## src/rtl/frame_feeder_pkg.sv

```systemverilog
// +----------------------------------------------------------------------+
// | frame_feeder_pkg : shared types and constants for the frame feeder   |
// | Rev 1.0                                                              |
// +----------------------------------------------------------------------+
`default_nettype none

package frame_feeder_pkg;

    localparam int DATA_W_DEFAULT = 33;

    typedef enum logic [1:0] {
        ST_IDLE = 2'd0,
        ST_RUN  = 2'd1,
        ST_GAP  = 2'd2
    } feeder_state_t;

    // Width of a counter that must hold values 0..n-1 (never narrower than 1 bit).
    function automatic int cnt_width(input int n);
        return (n > 1) ? $clog2(n) : 1;
    endfunction

endpackage

`default_nettype wire

```

## src/rtl/frame_fifo.sv

```systemverilog
// +----------------------------------------------------------------------+
// | frame_fifo : circular word buffer with explicit occupancy count and  |
// |              the ability to flag the newest stored word as last      |
// | Rev 1.0                                                              |
// +----------------------------------------------------------------------+
`default_nettype none

module frame_fifo #(
    parameter int WIDTH = 34,
    parameter int DEPTH = 16
) (
    input  logic                       clk_i,
    input  logic                       rst_i,
    input  logic                       push_i,
    input  logic [WIDTH-1:0]           push_data_i,
    input  logic                       pop_i,
    input  logic                       mark_last_i,
    output logic [WIDTH-1:0]           head_o,
    output logic [$clog2(DEPTH):0]     count_o
);

    localparam int AW = $clog2(DEPTH);

    logic [WIDTH-1:0] mem_q [DEPTH];
    logic [AW-1:0]    wr_ptr_q;
    logic [AW-1:0]    rd_ptr_q;
    logic [AW:0]      count_q;
    logic [AW-1:0]    newest_ptr;

    assign newest_ptr = wr_ptr_q - 1'b1;
    assign head_o     = mem_q[rd_ptr_q];
    assign count_o    = count_q;

    always_ff @(posedge clk_i) begin
        if (rst_i) begin
            for (int i = 0; i < DEPTH; i++) begin
                mem_q[i] <= '0;
            end
            wr_ptr_q <= '0;
            rd_ptr_q <= '0;
            count_q  <= '0;
        end else begin
            if (push_i) begin
                mem_q[wr_ptr_q] <= push_data_i;
                wr_ptr_q        <= wr_ptr_q + 1'b1;
            end
            // Only asserted while full, so it never collides with a push.
            if (mark_last_i) begin
                mem_q[newest_ptr][WIDTH-1] <= 1'b1;
            end
            if (pop_i) begin
                rd_ptr_q <= rd_ptr_q + 1'b1;
            end
            case ({push_i, pop_i})
                2'b10:   count_q <= count_q + 1'b1;
                2'b01:   count_q <= count_q - 1'b1;
                default: count_q <= count_q;
            endcase
        end
    end

endmodule

`default_nettype wire

```

## src/rtl/frame_feeder.sv

```systemverilog
// +----------------------------------------------------------------------+
// | frame_feeder : buffers upstream frames and replays each one as a     |
// |                gap-separated burst of start/data to task2            |
// | Rev 1.0                                                              |
// +----------------------------------------------------------------------+
`default_nettype none

module frame_feeder
    import frame_feeder_pkg::*;
#(
    parameter int DATA_W = DATA_W_DEFAULT,
    parameter int DEPTH  = 16,
    parameter int GAP    = 1
) (
    input  logic                      clock,
    input  logic                      reset,
    input  logic                      in_valid,
    input  logic [DATA_W-1:0]         in_data,
    input  logic                      in_last,
    output logic                      in_ready,
    output logic [DATA_W-1:0]         data,
    output logic                      start,
    output logic [$clog2(DEPTH):0]    frames_pending,
    output logic                      err_oversize
);

    localparam int              AW         = $clog2(DEPTH);
    localparam int              GW         = cnt_width(GAP);
    localparam logic [AW:0]     FULL_COUNT = (AW+1)'(DEPTH);
    localparam logic [GW-1:0]   GAP_LAST   = GW'(GAP - 1);

    feeder_state_t     state_q, state_d;
    logic              start_q, start_d;
    logic [DATA_W-1:0] data_q, data_d;
    logic              last_q, last_d;
    logic [GW-1:0]     gap_cnt_q, gap_cnt_d;
    logic [AW:0]       pending_q, pending_d;
    logic              err_q;

    logic [DATA_W:0]   fifo_head;
    logic [AW:0]       fifo_count;
    logic              full;
    logic              push;
    logic              pop;
    logic              oversize;
    logic              inc;
    logic              dec;

    assign full           = (fifo_count == FULL_COUNT);
    assign in_ready       = !full;
    assign push           = in_valid && !full;
    // A full buffer holding no complete frame can never drain on its own.
    assign oversize       = full && (pending_q == '0);
    assign inc            = (push && in_last) || oversize;
    assign dec            = (state_q == ST_IDLE) && (pending_q != '0);

    assign data           = data_q;
    assign start          = start_q;
    assign frames_pending = pending_q;
    assign err_oversize   = err_q;

    frame_fifo #(
        .WIDTH (DATA_W + 1),
        .DEPTH (DEPTH)
    ) u_fifo (
        .clk_i       (clock),
        .rst_i       (reset),
        .push_i      (push),
        .push_data_i ({in_last, in_data}),
        .pop_i       (pop),
        .mark_last_i (oversize),
        .head_o      (fifo_head),
        .count_o     (fifo_count)
    );

    always_comb begin
        state_d   = state_q;
        start_d   = 1'b0;
        data_d    = '0;
        last_d    = last_q;
        gap_cnt_d = gap_cnt_q;
        pop       = 1'b0;
        case (state_q)
            ST_IDLE: begin
                if (pending_q != '0) begin
                    pop     = 1'b1;
                    start_d = 1'b1;
                    data_d  = fifo_head[DATA_W-1:0];
                    last_d  = fifo_head[DATA_W];
                    state_d = ST_RUN;
                end
            end
            ST_RUN: begin
                // last_q tracks the word currently on the data output.
                if (last_q) begin
                    state_d   = ST_GAP;
                    gap_cnt_d = '0;
                end else begin
                    pop     = 1'b1;
                    start_d = 1'b1;
                    data_d  = fifo_head[DATA_W-1:0];
                    last_d  = fifo_head[DATA_W];
                end
            end
            ST_GAP: begin
                if (gap_cnt_q == GAP_LAST) begin
                    state_d = ST_IDLE;
                end else begin
                    gap_cnt_d = gap_cnt_q + 1'b1;
                end
            end
            default: begin
                state_d = ST_IDLE;
            end
        endcase
    end

    always_comb begin
        pending_d = pending_q;
        case ({inc, dec})
            2'b10:   pending_d = pending_q + 1'b1;
            2'b01:   pending_d = pending_q - 1'b1;
            default: pending_d = pending_q;
        endcase
    end

    always_ff @(posedge clock) begin
        if (reset) begin
            state_q   <= ST_IDLE;
            start_q   <= 1'b0;
            data_q    <= '0;
            last_q    <= 1'b0;
            gap_cnt_q <= '0;
            pending_q <= '0;
            err_q     <= 1'b0;
        end else begin
            state_q   <= state_d;
            start_q   <= start_d;
            data_q    <= data_d;
            last_q    <= last_d;
            gap_cnt_q <= gap_cnt_d;
            pending_q <= pending_d;
            err_q     <= oversize;
        end
    end

endmodule

`default_nettype wire

```

## config.mk

```make
export PLATFORM = sky130hd
export DESIGN_NAME = frame_feeder
export DESIGN_NICKNAME = d
export VERILOG_FILES = /design/src/rtl/frame_feeder_pkg.sv /design/src/rtl/frame_fifo.sv /design/src/rtl/frame_feeder.sv
export SDC_FILE = /design/constraint.sdc
export NUM_CORES = 1
export LEC_CHECK = 0
export ABC_AREA = 1
export BUFFER_PORTS_ARGS = -buffer_cell sky130_fd_sc_hd__clkbuf_2
export CAP_MARGIN = 20
export CORE_ASPECT_RATIO = 1.2
export CORE_MARGIN = 10
export CORE_UTILIZATION = 35
export DETAILED_ROUTE_END_ITERATION = 10
export PLACE_DENSITY_LB_ADDON = 0.2
export SLEW_MARGIN = 20
export SYNTH_ARGS = -nofsm -noshare
export SYNTH_HDL_FRONTEND = slang
export SYNTH_SLANG_ARGS = --single-unit
export TNS_END_PERCENT = 20
```

## constraint.sdc

```tcl
create_clock -name clock -period 3.6 [get_ports clock]
set_input_delay 0.36 -clock clock [delete_from_list [all_inputs] [get_ports clock]]
set_output_delay 0.36 -clock clock [all_outputs]
set_load 0.005 [all_outputs]
```

==> summary.txt, run 1 <==
Status
  – Status: completed

Floorplanning
  – Die Span Y: 325 microns
  – Ports: 78
  – Initial Util: 0.354
  – Core area: 0.0765 sq mm
  – Number of placement rows: 111
  – Die footprint: 0.0889 sq mm
  – Die W: 274 microns

GRT
  – Gr usage total: 0.181
  – Initial antenna violation count: 0
  – Grt total ovfl: 0
  – Largest net degree at the start of global routing: 149
  – Number of global-route vias before repair: 19332
  – First-pass GRT wire length: 123 mm

Power and ir drop
  – Sw power: 0.00710 W
  – Max VDD drop: 0.000549 V
  – Share of power burned in the clock network: 0.315
  – Reg power frac: 0.410
  – Pwr dens: 683 mW/mm^2
  – Switching share of total power: 0.343
  – Int Pwr: 0.0136 W
  – Gate power share: 0.275
  – P_leak: 11.5 nW

Timing
  – Fin Setup TNS: 0 ns
  – # setup viols final: 0
  – Hold Slack: 0.144 ns
  – Max Slew Vio Count: 0
  – Worst rel slew slack: 0.351
  – Hold Vio Cnt, Final: 0
  – Worst clock skew: 0.0278 ns
  – RSZ-0062 raised after global routing: no
  – Worst slew pin tran: 0.972 ns
  – Final period util: 0.852
  – Maximum clock frequency: 326 MHz
  – Crit path time final: 3.07 ns

Run
  – Max-Cap Viols: 0

Min path
  – Hold Path Depth: 3
  – HP Class: in2reg
  – Worst hold start: in_valid
  – Hold Crit Endpoint: u_fifo.wr_ptr_q[1]

Place
  – IO buf count: 77
  – Post-placement cell area: 0.0283 sq mm
  – Gp weighted congestion: 0.811
  – DPL Wire Length: 48.2 mm

Clock tree
  – Max H-tree Level: 3
  – Hold_buf cts: 0
  – Clk pin slew, worst setup/hold paths: 0.06 ns
  – CTS tree: done
  – CTS buffer count: 68
  – Clk root buf: clkbuf_16
  – Maximum clock path buffer count: 3
  – Later-pin clock latency in the skew report: 0.60 ns
  – Resized Gates After CTS: 0
  – Post-CTS setup buffer count: 0
  – Clock Sinks: 604

Drt
  – Initial DRT Pass Iterations: 6
  – Met2 WL: 39.2 mm
  – Residual DRC: 0
  – Vias: 19506
  – Met1 WL: 35.7 mm
  – Post-route ant nets: 0
  – Top layer in use: met4
  – Via/cell ratio: 5.33
  – Routed WL: 82.3 mm
  – Initial DRC Count: 2015
  – WL/cell: 22.5 microns
  – Routed wl met3: 5.50 mm

Critical path
  – CP max FO: 33
  – Worst R2R Setup Slack: 0.53 ns
  – Worst EP arrival: 3.35 ns
  – R2R Path End: u_fifo.mem_q[3][16]
  – CP Launch Type: register
  – Crit path kind: reg2reg
  – Crit. End Element: register
  – Req. time, crit path: 3.88 ns
  – RR Startpoint: frames_pending[4]
  – Worst R2R Path Depth: 10

Cells and area
  – Layout cells sized above 1: 0.137
  – Fill count: 7351
  – Layout area overhead: 12.1%
  – Antenna cells: 0
  – Fin area: 0.0303 sq mm
  – Fin nets: 2642

Logic synthesis
  – Synthesized instance count: 2591
  – Avg Cell Area, Syn: 10.4 sq um
  – Top FF cell, synth: edfxtp_1
  – Yosys reg bits: 604
  – Sequential fraction of the synthesis area: 0.648
  – Cell area after synthesis: 0.0271 sq mm
  – Post-synth EDFFs: 544
  – Asr flop ratio synth: 0
  – Synth cell types: 35
  – Net count after synthesis: 2639
  – YS warnings: 0
==> kinds of logic (layout without fill, tap and decap cells) <==
kind of cell | Yosys count | count (layout) | synth area share
AO/OA/AOI/OAI | 488 | 488 | 0.101
XOR/XNOR | 13 | 13 | 0.00421
adder cells (fa/ha/maj) | 11 | 11 | 0.00509
buffers and inverters | 253 | 306 | 0.0479
flip-flops | 604 | 604 | 0.648
AND/OR/NAND/NOR | 1222 | 1222 | 0.194
==> Yosys cell counts, types with 4 or more instances <==
master	number	area, sq um
buf_6	35	394
nand3_4	17	298
nand2_1	225	845
o21ai_1	11	55.1
nor2_1	836	3140
dfxtp_1	60	1200
clkbuf_1	98	368
nand3_1	48	240
o22ai_1	67	419
nor2_4	6	67.6
o221ai_1	22	193
buf_1	12	45.0
o21ai_0	313	1570
o211ai_1	46	345
nor2_8	4	80.1
inv_1	39	146
nor2_2	72	450
buf_2	62	310
xor2_1	11	96.3
a21oi_1	26	130
ha_1	11	138
nand2_4	4	45.0
edfxtp_1	544	16300
==> flip-flops by register name (all words and copies together) (netlist names), named ones only <==
| register | cells |
|---|---|
| u_fifo.wr_ptr_q | 4 |
| u_fifo.rd_ptr_q | 4 |
| state_q | 2 |
| err_oversize | 1 |
| frames_pending | 5 |
| u_fifo.count_o | 5 |
| u_fifo.mem_q | 544 |
| data | 33 |
| start | 1 |
| last_q | 1 |
==> how the worst max path moves through the flow <==
stage / start / endpoint
6_report: frames_pending[4] / u_fifo.mem_q[3][16]
3_5_place_dp: frames_pending[0] / u_fifo.mem_q[3][17]
5_1_grt: frames_pending[0] / u_fifo.mem_q[3][26]
2_1_floorplan: u_fifo.wr_ptr_q[0] / u_fifo.mem_q[8][0]
3_3_place_gp: frames_pending[0] / u_fifo.mem_q[3][17]
4_1_cts: frames_pending[0] / u_fifo.mem_q[3][32]
==> power by group through the flow <==
stage | Clock (W) | Combinational (W) | Sequential, W
finish | 0.00653 | 0.00569 | 0.00849
global route | 0.00691 | 0.00630 | 0.00855
CTS | 0.00664 | 0.00569 | 0.00850
detailed placement | 0 | 0.00567 | 0.00865
global placement | 0 | 0.00562 | 0.00863
floorplan | 0 | 0.00374 | 0.00852
==> layer usage <==
layer	up-vias	track usage
li1	8894	-
met1	9786	0.246
met2	705	0.293
met3	121	0.0263
met4	0	0.0555
met5	-	0
==> layout make-up <==
class	instances	area (sq um)	area share
inverter	45	178	0.00586
timing repair buffer	141	1030	0.0339
sequential	604	17500	0.579
multi-input combinational	1734	8260	0.272
clock inverter	24	168	0.00553
clock buffer	96	1870	0.0616
tap	1017	1270	0.0420
==> worst max-delay path: stages, from the launching register on <==
cell and delay (ns):
dfxtp_1 0.34, nor2_1 0.17, inv_1 0.07, nor2_2 0.14
nand3_2 0.39, nand2_1 0.21, nand2_2 0.14, nor2_4 0.35
nand3_4 0.41, nand2_2 0.21, buf_12 0.27
==> metrics by stage <==
stage / instances / worst slack [ns] / power, W / util
after CTS: 3661 / 0.539 / 0.0208 / 0.396
final: 3661 / 0.533 / 0.0207 / 0.396
after global placement: 3541 / 0.631 / 0.0142 / 0.370
after detailed placement: 3541 / 0.560 / 0.0143 / 0.370
after global routing: 3661 / 0.367 / 0.0218 / 0.396
after floorplan: 2591 / 0.832 / 0.0123 / -
==> cells in the final DEF, fill, tap and decap left out, types with 3 or more instances in the layout <==
cell | netlist | routed
nand3_4 | 17 | 17
buf_12 | 0 | 13
xor2_1 | 11 | 11
clkbuf_8 | 0 | 4
inv_1 | 39 | 37
o21ai_0 | 313 | 313
nand2_4 | 4 | 4
edfxtp_1 | 544 | 544
nand3_2 | 3 | 3
o21ai_1 | 11 | 11
nor2_8 | 4 | 4
clkbuf_1 | 98 | 23
clkbuf_2 | 0 | 77
clkinv_1 | 2 | 15
nor2_1 | 836 | 836
nand2_1 | 225 | 209
clkinv_2 | 1 | 6
nor2_2 | 72 | 72
o221ai_1 | 22 | 22
clkbuf_16 | 0 | 69
nand2_2 | 3 | 19
nand3_1 | 48 | 48
nor2_4 | 6 | 6
o22ai_1 | 67 | 67
o211ai_1 | 46 | 46
dfxtp_4 | 0 | 3
inv_6 | 0 | 3
dfxtp_1 | 60 | 56
ha_1 | 11 | 11
inv_2 | 3 | 4
buf_4 | 1 | 51
a21oi_1 | 26 | 26
No activity file was read; power rests on OpenSTA's default activity.
==> inputs of run 2 (changes only) <==
--- a/config.mk
+++ b/config.mk
@@ -8,7 +8,6 @@
 export ABC_AREA = 1
 export BUFFER_PORTS_ARGS = -buffer_cell sky130_fd_sc_hd__clkbuf_2
 export CAP_MARGIN = 20
-export CORE_ASPECT_RATIO = 1.2
 export CORE_MARGIN = 10
 export CORE_UTILIZATION = 35
 export DETAILED_ROUTE_END_ITERATION = 10
==> constraint.sdc (replaced) <==
create_clock -name clock -period 3.8 [get_ports clock]
set_input_delay 0.38 -clock clock [delete_from_list [all_inputs] [get_ports clock]]
set_output_delay 0.38 -clock clock [all_outputs]
set_load 0.005 [all_outputs]
==> run 2 against run 1 <==
Against the previous run:
- power shrank 4.3%
- sequential share of layout area decreased by 0.31 points
- setup slack better by 0.27 ns
- clock power down 1%
- critical path type unchanged
- critical endpoint is now data[12]
- highest routed layer unchanged
==> summary.txt, run 2 (synthesis gave the netlist of run 1 again) <==
Status
  – Status: completed (unchanged)

Critical path
  – Worst EP arrival: 3.51 ns (was 3.35 ns)
  – CP max FO: 17 (was 33)
  – Req. time, crit path: 4.31 ns (was 3.88 ns)
  – Worst R2R Path Depth: 9 (was 10)
  – R2R Path End: data[12] (was u_fifo.mem_q[3][16])
  – RR Startpoint: frames_pending[1] (was frames_pending[4])
  – Crit path kind: reg2reg (unchanged)
  – Crit. End Element: register (unchanged)
  – CP Launch Type: register (unchanged)
  – Worst R2R Setup Slack: 0.80 ns (was 0.53 ns)

Floorplanning
  – Die Span Y: 298 microns (was 325 microns)
  – Initial Util: 0.354 (about the same)
  – Core area: 0.0763 sq mm (was 0.0765 sq mm)
  – Number of placement rows: 101 (was 111)
  – Die W: 298 microns (was 274 microns)
  – Ports: 78 (unchanged)
  – Die footprint: 0.0888 sq mm (was 0.0889 sq mm)

Timing
  – Crit path time final: 3.00 ns (was 3.07 ns)
  – # setup viols final: 0 (unchanged)
  – Worst rel slew slack: 0.334 (was 0.351)
  – Hold Slack: 0.163 ns (was 0.144 ns)
  – Worst clock skew: 0.0177 ns (was 0.0278 ns)
  – Final period util: 0.789 (was 0.852)
  – Maximum clock frequency: 334 MHz (was 326 MHz)
  – Fin Setup TNS: 0 ns (unchanged)
  – Worst slew pin tran: 0.992 ns (was 0.972 ns)
  – RSZ-0062 raised after global routing: no (unchanged)
  – Hold Vio Cnt, Final: 0 (unchanged)
  – Max Slew Vio Count: 0 (unchanged)

Clock tree
  – Resized Gates After CTS: 0 (unchanged)
  – Clk root buf: clkbuf_16 (unchanged)
  – Hold_buf cts: 0 (unchanged)
  – Maximum clock path buffer count: 3 (unchanged)
  – Max H-tree Level: 3 (unchanged)
  – Later-pin clock latency in the skew report: 0.60 ns (about the same)
  – CTS tree: done (unchanged)
  – Post-CTS setup buffer count: 0 (unchanged)
  – Clk pin slew, worst setup/hold paths: 0.06 ns (about the same)
  – Clock Sinks: 604 (unchanged)
  – CTS buffer count: 69 (was 68)

Min path
  – Worst hold start: in_valid (unchanged)
  – Hold Crit Endpoint: u_fifo.wr_ptr_q[1] (unchanged)
  – HP Class: in2reg (unchanged)
  – Hold Path Depth: 3 (unchanged)

Cells and area
  – Layout area overhead: 12.7% (was 12.1%)
  – Max FFs per register: 544 (unchanged)
  – Final Util: 0.399 (was 0.396)
  – Most frequent cells in the layout: nor2_1, edfxtp_1, o21ai_0, nand2_1, clkbuf_2 (unchanged)
  – Layout cells sized above 1: 0.138 (was 0.137)
  – Fill count: 7525 (was 7351)
  – Antenna cells: 0 (unchanged)
  – Fin nets: 2639 (was 2642)
  – Reg with most FFs: u_fifo.mem_q (unchanged)
  – Most common cell after layout, fill and taps aside: nor2_1 (unchanged)
  – Post-Layout Cell Count: 3670 (was 3661)

Drt
  – Via/cell ratio: 5.30 (was 5.33)
  – Routed WL: 83.7 mm (was 82.3 mm)
  – Initial DRC Count: 1766 (was 2015)
  – Residual DRC: 0 (unchanged)
  – Post-route ant nets: 0 (unchanged)
  – WL/cell: 22.8 microns (was 22.5 microns)
  – Initial DRT Pass Iterations: 5 (was 6)
  – Vias: 19437 (was 19506)

GRT
  – Number of global-route vias before repair: 19375 (was 19332)
  – Largest net degree at the start of global routing: 176 (was 149)
  – Initial antenna violation count: 0 (unchanged)
  – Gr usage total: 0.184 (was 0.181)
  – First-pass GRT wire length: 125 mm (was 123 mm)
  – Grt total ovfl: 0 (unchanged)

Place
  – IO buf count: 77 (unchanged)
  – DPL Wire Length: 46.6 mm (was 48.2 mm)
  – Gp weighted congestion: 0.781 (was 0.811)
  – Placed insts: 3550 (was 3541)

Power and ir drop
  – Pwr dens: 650 mW/mm^2 (was 683 mW/mm^2)
  – Max VDD drop: 0.000498 V (was 0.000549 V)
  – P_leak: 11.6 nW (was 11.5 nW)

Run
  – Max-Cap Viols: 0 (unchanged)
-- run 2: where the power goes --
| group | total, W | internal [W] | switching (W) |
|---|---|---|---|
| clock network | 0.00645 | 0.00379 | 0.00266 |
| logic | 0.00532 | 0.00159 | 0.00373 |
| registers | 0.00806 | 0.00776 | 0.000295 |
| total | 0.0198 | 0.0131 | 0.00669 |
-- run 2: final cells by class --
| type | instances | area (sq um) | area share |
|---|---|---|---|
| Clock buffer | 95 | 1920 | 0.0629 |
| Inverter | 45 | 178 | 0.00583 |
| Clock inverter | 25 | 221 | 0.00726 |
| Timing Repair Buffer | 137 | 1070 | 0.0352 |
| Tap cell | 1030 | 1290 | 0.0423 |
| Sequential cell | 604 | 17500 | 0.576 |
| Multi-Input combinational cell | 1734 | 8260 | 0.271 |
-- run 2: per-stage QoR --
stage | cell area [sq um] | setup WS, ns | power, W
6_report | 30500 | 0.804 | 0.0198
2_1_floorplan | 27100 | 1.03 | 0.0116
3_5_place_dp | 28300 | 0.793 | 0.0135
5_1_grt | 30500 | 0.590 | 0.0209
3_3_place_gp | 28300 | 0.883 | 0.0135
4_1_cts | 30500 | 0.767 | 0.0200
-- run 2: metal layers --
layer	up-vias	track usage	wire, microns
met5	-	0	0
met3	141	0.0277	5270
li1	8882	-	-
met2	721	0.308	40300
met4	0	0.0481	1940
met1	9693	0.245	36300
-- run 2: worst max-delay path: stages, from the launching register on --
cell and delay (ns):
dfxtp_1 0.44, nor2_2 0.08, nand3_1 0.18, nand2_1 0.14
o21ai_2 0.20, inv_1 0.18, nor2_1 0.16, clkinv_1 0.77
buf_4 0.53, nor2_1 0.19
-- run 2: worst max path at each step --
stage	endpoint	depth (start not counted)	startpoint
after floorplan	u_fifo.mem_q[8][0]	10	u_fifo.wr_ptr_q[0]
after global placement	data[12]	9	frames_pending[0]
after detailed placement	data[12]	9	frames_pending[1]
after CTS	data[12]	9	frames_pending[1]
after global routing	data[12]	9	frames_pending[0]
final	data[12]	9	frames_pending[1]
